==> src/rtl/mem_stage.sv <==
`default_nettype none
// ============================================================================
//  Module   : mem_stage
//  Purpose  : Pipeline stage 4 of the 16-bit CPU. Captures the ALU-stage
//             bundle, performs the LW/SW data-memory access over a
//             request/acknowledge port with a timeout, resolves BEQ/JUMP,
//             and presents a registered writeback/branch bundle for one cycle.
//  Revision : 1.0 - initial release
// ----------------------------------------------------------------------------
//  Ports
//    CLK, RST            clock, asynchronous active-high reset
//    STAGE4IN            capture request from the sequencer (used in IDLE)
//    IRIN/PCIN           instruction and PC from the ALU stage
//    DATAIN/ADDRIN       ALU result/store data/compare flag, address/target
//    MEM_REQ/WE/ADDR/WDATA  data-memory request side
//    MEM_RDATA/MEM_ACK   data-memory response side
//    BUSY                high while a memory access is outstanding
//    DONE                one-cycle pulse, output bundle valid
//    IROUT/PCOUT/RESULT/WB_EN/BRANCH_TAKEN/BRANCH_TARGET/FAULT  bundle
// ============================================================================
module mem_stage #(
  parameter int unsigned TIMEOUT = 15  // legal range 1..255
) (
  input  logic        CLK,
  input  logic        RST,
  input  logic        STAGE4IN,
  input  logic [15:0] IRIN,
  input  logic [15:0] PCIN,
  input  logic [15:0] DATAIN,
  input  logic [15:0] ADDRIN,
  output logic        MEM_REQ,
  output logic        MEM_WE,
  output logic [15:0] MEM_ADDR,
  output logic [15:0] MEM_WDATA,
  input  logic [15:0] MEM_RDATA,
  input  logic        MEM_ACK,
  output logic        BUSY,
  output logic        DONE,
  output logic [15:0] IROUT,
  output logic [15:0] PCOUT,
  output logic [15:0] RESULT,
  output logic        WB_EN,
  output logic        BRANCH_TAKEN,
  output logic [15:0] BRANCH_TARGET,
  output logic        FAULT
);

  // Opcode field IR[15:12] and the shared CPU opcode encodings.
  localparam logic [3:0] OP_ADD  = 4'h1;
  localparam logic [3:0] OP_SUB  = 4'h2;
  localparam logic [3:0] OP_SLT  = 4'h3;
  localparam logic [3:0] OP_AND  = 4'h4;
  localparam logic [3:0] OP_OR   = 4'h5;
  localparam logic [3:0] OP_ADDI = 4'h6;
  localparam logic [3:0] OP_LW   = 4'h7;
  localparam logic [3:0] OP_SW   = 4'h8;
  localparam logic [3:0] OP_BEQ  = 4'h9;
  localparam logic [3:0] OP_JUMP = 4'hA;

  // The counter reaches TO_LAST on the (TIMEOUT-1)-th un-acked edge, so the
  // next un-acked edge is the TIMEOUT-th one and raises the fault.
  localparam logic [7:0] TO_LAST = 8'(TIMEOUT - 1);

  typedef enum logic [1:0] {
    S_IDLE     = 2'd0,
    S_ACCESS   = 2'd1,
    S_COMPLETE = 2'd2
  } state_t;

  state_t      state_q;
  logic [7:0]  cnt_q;
  logic [15:0] ir_q, pc_q;
  logic        is_lw_q;
  logic        mem_req_q, mem_we_q, busy_q, done_q;
  logic [15:0] mem_addr_q, mem_wdata_q;
  logic [15:0] irout_q, pcout_q, result_q, btgt_q;
  logic        wb_en_q, bt_q, fault_q;

  // Decode of the incoming instruction for the non-memory completion path.
  logic [3:0]  op_d;
  logic        is_mem_d;
  logic        known_d;
  logic [15:0] result_d, btgt_d;
  logic        wb_en_d, bt_d;

  assign op_d     = IRIN[15:12];
  assign is_mem_d = (op_d == OP_LW) || (op_d == OP_SW);

  always_comb begin
    result_d = 16'h0000;
    btgt_d   = 16'h0000;
    wb_en_d  = 1'b0;
    bt_d     = 1'b0;
    known_d  = 1'b1;
    case (op_d)
      OP_ADD, OP_SUB, OP_SLT, OP_AND, OP_OR, OP_ADDI: begin
        result_d = DATAIN;
        wb_en_d  = 1'b1;
      end
      OP_BEQ: begin
        // The ALU stage reports equality as an all-ones flag word.
        if (DATAIN == 16'hFFFF) begin
          bt_d   = 1'b1;
          btgt_d = ADDRIN;
        end
      end
      OP_JUMP: begin
        bt_d   = 1'b1;
        btgt_d = DATAIN;
      end
      default: known_d = 1'b0;  // bubble / unknown: whole bundle stays 0
    endcase
  end

  always_ff @(posedge CLK or posedge RST) begin
    if (RST) begin
      state_q     <= S_IDLE;
      cnt_q       <= 8'd0;
      ir_q        <= 16'h0000;
      pc_q        <= 16'h0000;
      is_lw_q     <= 1'b0;
      mem_req_q   <= 1'b0;
      mem_we_q    <= 1'b0;
      mem_addr_q  <= 16'h0000;
      mem_wdata_q <= 16'h0000;
      busy_q      <= 1'b0;
      done_q      <= 1'b0;
      irout_q     <= 16'h0000;
      pcout_q     <= 16'h0000;
      result_q    <= 16'h0000;
      btgt_q      <= 16'h0000;
      wb_en_q     <= 1'b0;
      bt_q        <= 1'b0;
      fault_q     <= 1'b0;
    end else begin
      case (state_q)
        S_IDLE: begin
          if (STAGE4IN) begin
            ir_q    <= IRIN;
            pc_q    <= PCIN;
            is_lw_q <= (op_d == OP_LW);
            if (is_mem_d) begin
              state_q     <= S_ACCESS;
              cnt_q       <= 8'd0;
              busy_q      <= 1'b1;
              mem_req_q   <= 1'b1;
              mem_we_q    <= (op_d == OP_SW);
              mem_addr_q  <= ADDRIN;
              mem_wdata_q <= (op_d == OP_SW) ? DATAIN : 16'h0000;
            end else begin
              state_q  <= S_COMPLETE;
              done_q   <= 1'b1;
              irout_q  <= known_d ? IRIN : 16'h0000;
              pcout_q  <= known_d ? PCIN : 16'h0000;
              result_q <= result_d;
              wb_en_q  <= wb_en_d;
              bt_q     <= bt_d;
              btgt_q   <= btgt_d;
              fault_q  <= 1'b0;
            end
          end
        end

        S_ACCESS: begin
          // An ack on the timeout edge wins over the fault.
          if (MEM_ACK || (cnt_q == TO_LAST)) begin
            state_q     <= S_COMPLETE;
            busy_q      <= 1'b0;
            mem_req_q   <= 1'b0;
            mem_we_q    <= 1'b0;
            mem_addr_q  <= 16'h0000;
            mem_wdata_q <= 16'h0000;
            done_q      <= 1'b1;
            irout_q     <= ir_q;
            pcout_q     <= pc_q;
            fault_q     <= ~MEM_ACK;
            result_q    <= (is_lw_q && MEM_ACK) ? MEM_RDATA : 16'h0000;
            wb_en_q     <= is_lw_q && MEM_ACK;
            bt_q        <= 1'b0;
            btgt_q      <= 16'h0000;
          end else begin
            cnt_q <= cnt_q + 8'd1;
          end
        end

        default: begin  // S_COMPLETE: bundle is shown for exactly one cycle
          state_q  <= S_IDLE;
          done_q   <= 1'b0;
          irout_q  <= 16'h0000;
          pcout_q  <= 16'h0000;
          result_q <= 16'h0000;
          wb_en_q  <= 1'b0;
          bt_q     <= 1'b0;
          btgt_q   <= 16'h0000;
          fault_q  <= 1'b0;
        end
      endcase
    end
  end

  assign MEM_REQ       = mem_req_q;
  assign MEM_WE        = mem_we_q;
  assign MEM_ADDR      = mem_addr_q;
  assign MEM_WDATA     = mem_wdata_q;
  assign BUSY          = busy_q;
  assign DONE          = done_q;
  assign IROUT         = irout_q;
  assign PCOUT         = pcout_q;
  assign RESULT        = result_q;
  assign WB_EN         = wb_en_q;
  assign BRANCH_TAKEN  = bt_q;
  assign BRANCH_TARGET = btgt_q;
  assign FAULT         = fault_q;

endmodule
`default_nettype wire

==> config.mk <==
export PLATFORM = sky130hd
export DESIGN_NAME = mem_stage
export DESIGN_NICKNAME = d
export VERILOG_FILES = /design/src/rtl/mem_stage.sv
export SDC_FILE = /design/constraint.sdc
export NUM_CORES = 1
export LEC_CHECK = 0
export BUFFER_PORTS_ARGS = -buffer_cell sky130_fd_sc_hd__buf_2
export CAP_MARGIN = 20
export CORE_AREA = 2 2 80 158
export DETAILED_ROUTE_END_ITERATION = 16
export DIE_AREA = 0 0 82 160
export GPL_ROUTABILITY_DRIVEN = 1
export PLACE_DENSITY_LB_ADDON = 0.1
export RECOVER_POWER = 100
export SLEW_MARGIN = 25
export SYNTH_ARGS = -nofsm -noshare
export SYNTH_HDL_FRONTEND = slang
export SYNTH_SLANG_ARGS = --single-unit
==> constraint.sdc <==
create_clock -name CLK -period 14.3 [get_ports CLK]
set_input_delay 2.86 -clock CLK [delete_from_list [all_inputs] [get_ports CLK]]
set_output_delay 2.86 -clock CLK [all_outputs]
set_load 0.05 [all_outputs]
==> metrics.txt <==
status=complete, but fails checks; violated checks=max-capacitance violations, max-slew violations; Setup Viol. Count Final=0; first-pass GRT wire length=25520 µm; largest family of logic cells by synthesized area=compound AO/OA/AOI/OAI gates; final WL=16170 µm; prevailing post-synth register cell=dfrtp_1; post-synth top area cell=dfrtp_1; clock sink count=145; max_slew headroom=-147.5%; worst clock skew=12.49 ps; Vias=4994; Cell Area, Synth=around 0.0064 mm²; Placer Congestion=0.8378; share of layout cells above drive strength 1=20.33%; Initial Util=53.22%; Post-CTS Resized=0; number of I/O port buffers=186; max-slew violations=326; post-layout min period=8615 ps; Yosys cell types=a little over 50; WL/cell=roughly 19 µm; die width=82 µm; Syn Area/Cell=approximately 12 µm²; post-CTS setup buffers=0; EDFF count, synth=0; Detail Route Antenna Nets=0; CTS tree=built; Psw=0.4295 mW; worst-skew pair later-pin latency=420 ps; router iterations before antenna repair=5; Maximum Capacitance Violations=8; worst hold path stage count=2; CTS root buffer=clkbuf_16; layout net count=796; Worst Hold End=pc_q[6]; R2R depth=7; post-synthesis xor/xnor area fraction=0.4121%; Post-DP Area=0.007345 mm²; Congestion Overflow GR=0; total power=1.203 mW; R2R Path End=BRANCH_TARGET[14]; top-area cell type share of the netlist area=56.91%; switch share=35.71%; Slew @ Worst Pin=3674 ps; hpwl dp=10870 µm; GRT Total Usage=25.61%; row count=57; worst reg2reg setup slack=7650 ps; clock transition at the registers of the reported paths=60 ps; Sum Neg Setup Slack=0 ps; maximum vdd ir drop=0.0001049 V; Leakage Power=3.808 nW; data arrival time of the worst path=approximately 8900 ps; Synth area leaders=dfrtp_1 57%, a22o_1 13%, nand2_1 6.4%, mux2_2 4.2%, a221o_1 2.5%; die area=0.01312 mm²; simple-gate area share of the yosys netlist=13.46%; core region area=approximately 0.012 mm²; largest net degree at the start of global routing=83; crit path launch type=input pin; 1st-iter DRT viols=287; initial antenna violation count=0; final worst-path cycle share=60.24%; Mapped Nets=627; design area=approximately 0.0077 mm²; CTS Buffer Depth=2; ys async rst share=100.0%; reg2reg start=cnt_q[0]; critical setup path kind=input pin to register; pwr dens=around 160 mW/mm²; Hold WC Path Type=register to register; most frequent CP cell=clkbuf_1; CP peak stage delay=around 2700 ps; Final Hold Viols=0; IO Pins=187; power share of the clock group=35.3%; WP data required=around 15000 ps; Reg power frac=41.1%; area delta synth->final=20.76%; RSZ-0062 raised after global routing=no; Yosys warnings=0; CP cell instances=clkbuf_1 > nor4b_1 > nor3_1 > o21ai_0 > clkbuf_1 > mux2_2; CTS buffer count=17; Setup crit end kind=register; Worst Path Max Fanout=between 40 and 50; H-tree Lvls=4; adder-cell share of the synthesized area=0.3925%; Synth Area in Compound Gates=19.05%; Die Ht=around 160 µm; Crit-path slowest cell=o21ai_0; Synth Instances=~540; Combinational Power Share=23.6%; # diodes=0; Cell Int Power=0.7733 mW; post-synthesis sequential area ratio=56.91%; Fmax=roughly 120 MHz; DRC viols=0; register bit total from synthesis=between 100 and 150; multiplexer area fraction after synthesis=5.769%; CTS Hold Bufs=0; vias in the first global route=4886; drt via density=5.740; HP Start=pc_q[6]
[per-stage QoR]
stage / worst slack, ps / cells / hold WS [ps] / util (%)
3_3_place_gp: 8887 / 838 / 457.5 / 61.30
5_1_grt: 5059 / 870 / 492.1 / 64.26
4_1_cts: 9283 / 870 / 475.6 / 66.02
6_report: 5685 / 870 / 473.2 / 64.26
3_5_place_dp: 8845 / 838 / 460.1 / 61.30
2_1_floorplan: 7545 / 541 / 441.8 / -
[Yosys cell counts (4+ instances only)]
library cell and instances:
dfrtp_1 145, nand2_1 109, a22o_1 96, mux2_2 24, buf_2 18, a221o_1 16, and2_1 16, clkbuf_1 12
buf_4 11, inv_1 9, nor2_1 7, mux2_1 6, nand3_1 4, nand4_1 4, o211ai_1 4, or4_1 4
[layout make-up]
type / count / area (µm²)
fill: 1025 / 4282
sequential: 145 / 3628
multi-input combinational: 345 / 2459
timing repair buffer: 192 / 828.3
clock buffer: 19 / 452.9
tap: 147 / 183.9
clock inverter: 13 / 112.6
inverter: 9 / 35.03
[cell usage in the layout (no fill, tap or decap), types with 3 or more instances in the layout]
cell type / synthesis / final
a21oi_1: 3 / 4
clkinvlp_4: 0 / 3
or4_1: 4 / 4
inv_1: 9 / 8
nand4_1: 4 / 4
clkbuf_16: 0 / 17
nand3_1: 4 / 4
inv_6: 0 / 8
and2_1: 16 / 16
o21ai_0: 3 / 5
nor4_1: 3 / 3
buf_2: 18 / 80
nor3_1: 3 / 3
o211ai_1: 4 / 4
mux2_2: 24 / 24
nand2b_1: 3 / 3
a22o_1: 96 / 96
clkbuf_1: 12 / 110
mux2_1: 6 / 6
nor2_1: 7 / 7
xnor2_1: 3 / 3
mux2i_1: 3 / 3
dfrtp_1: 145 / 145
nand2_1: 109 / 109
a21o_1: 3 / 3
a221o_1: 16 / 16
[metal layers]
layer | GRT usage, % | routed length (µm) | part of all wire (%)
met1 | 35.22 | 6631 | 41
met2 | 38.91 | 8112 | 50
met3 | 5.876 | 1104 | 6.8
met4 | 10.53 | 325 | 2.0
met5 | 0 | 0 | 0
[power by group through the flow]
stage	Sequential, mW	Combinational, mW	Clock, mW
after floorplan	0.612	0.107	0
after global placement	0.499	0.292	0
after detailed placement	0.501	0.296	0
after CTS	0.494	0.297	0.432
after global routing	0.501	0.303	0.449
final	0.495	0.284	0.424
[worst max path at each step]
stage              from           end  slack [ps]  depth (start not counted)
2_1_floorplan       RST  BRANCH_TAKEN        7550                          1
3_3_place_gp   IRIN[12]         FAULT        8890                          6
3_5_place_dp   IRIN[12]         FAULT        8840                          6
4_1_cts        IRIN[12]         FAULT        9280                          6
5_1_grt        IRIN[12]         FAULT        5060                          6
6_report       IRIN[12]         FAULT        5690                          6
[state kept, by name, indices dropped and copies added (netlist names), 2 cells and up]
signal / cells
BRANCH_TARGET: 16
cnt_q: 8
PCOUT: 16
IROUT: 16
RESULT: 16
state_q: 2
pc_q: 16
MEM_ADDR: 16
ir_q: 16
MEM_WDATA: 16
[worst max-delay path, delay by kind of cell]
| family | cells | cell delay, ps |
|---|---|---|
| buf+inv | 2 | 1860 |
| mux | 1 | 450 |
| simple gates | 2 | 950 |
| compound gates | 1 | 2740 |
[cells by family after synthesis]
group / Yosys count
buffers and inverters: 51
adder cells (fa/ha/maj): 2
AND/OR/NAND/NOR: 172
AO/OA/AOI/OAI: 135
XOR/XNOR: 3
multiplexers: 33
flip-flops: 145
No activity file was read; power rests on OpenSTA's default activity.
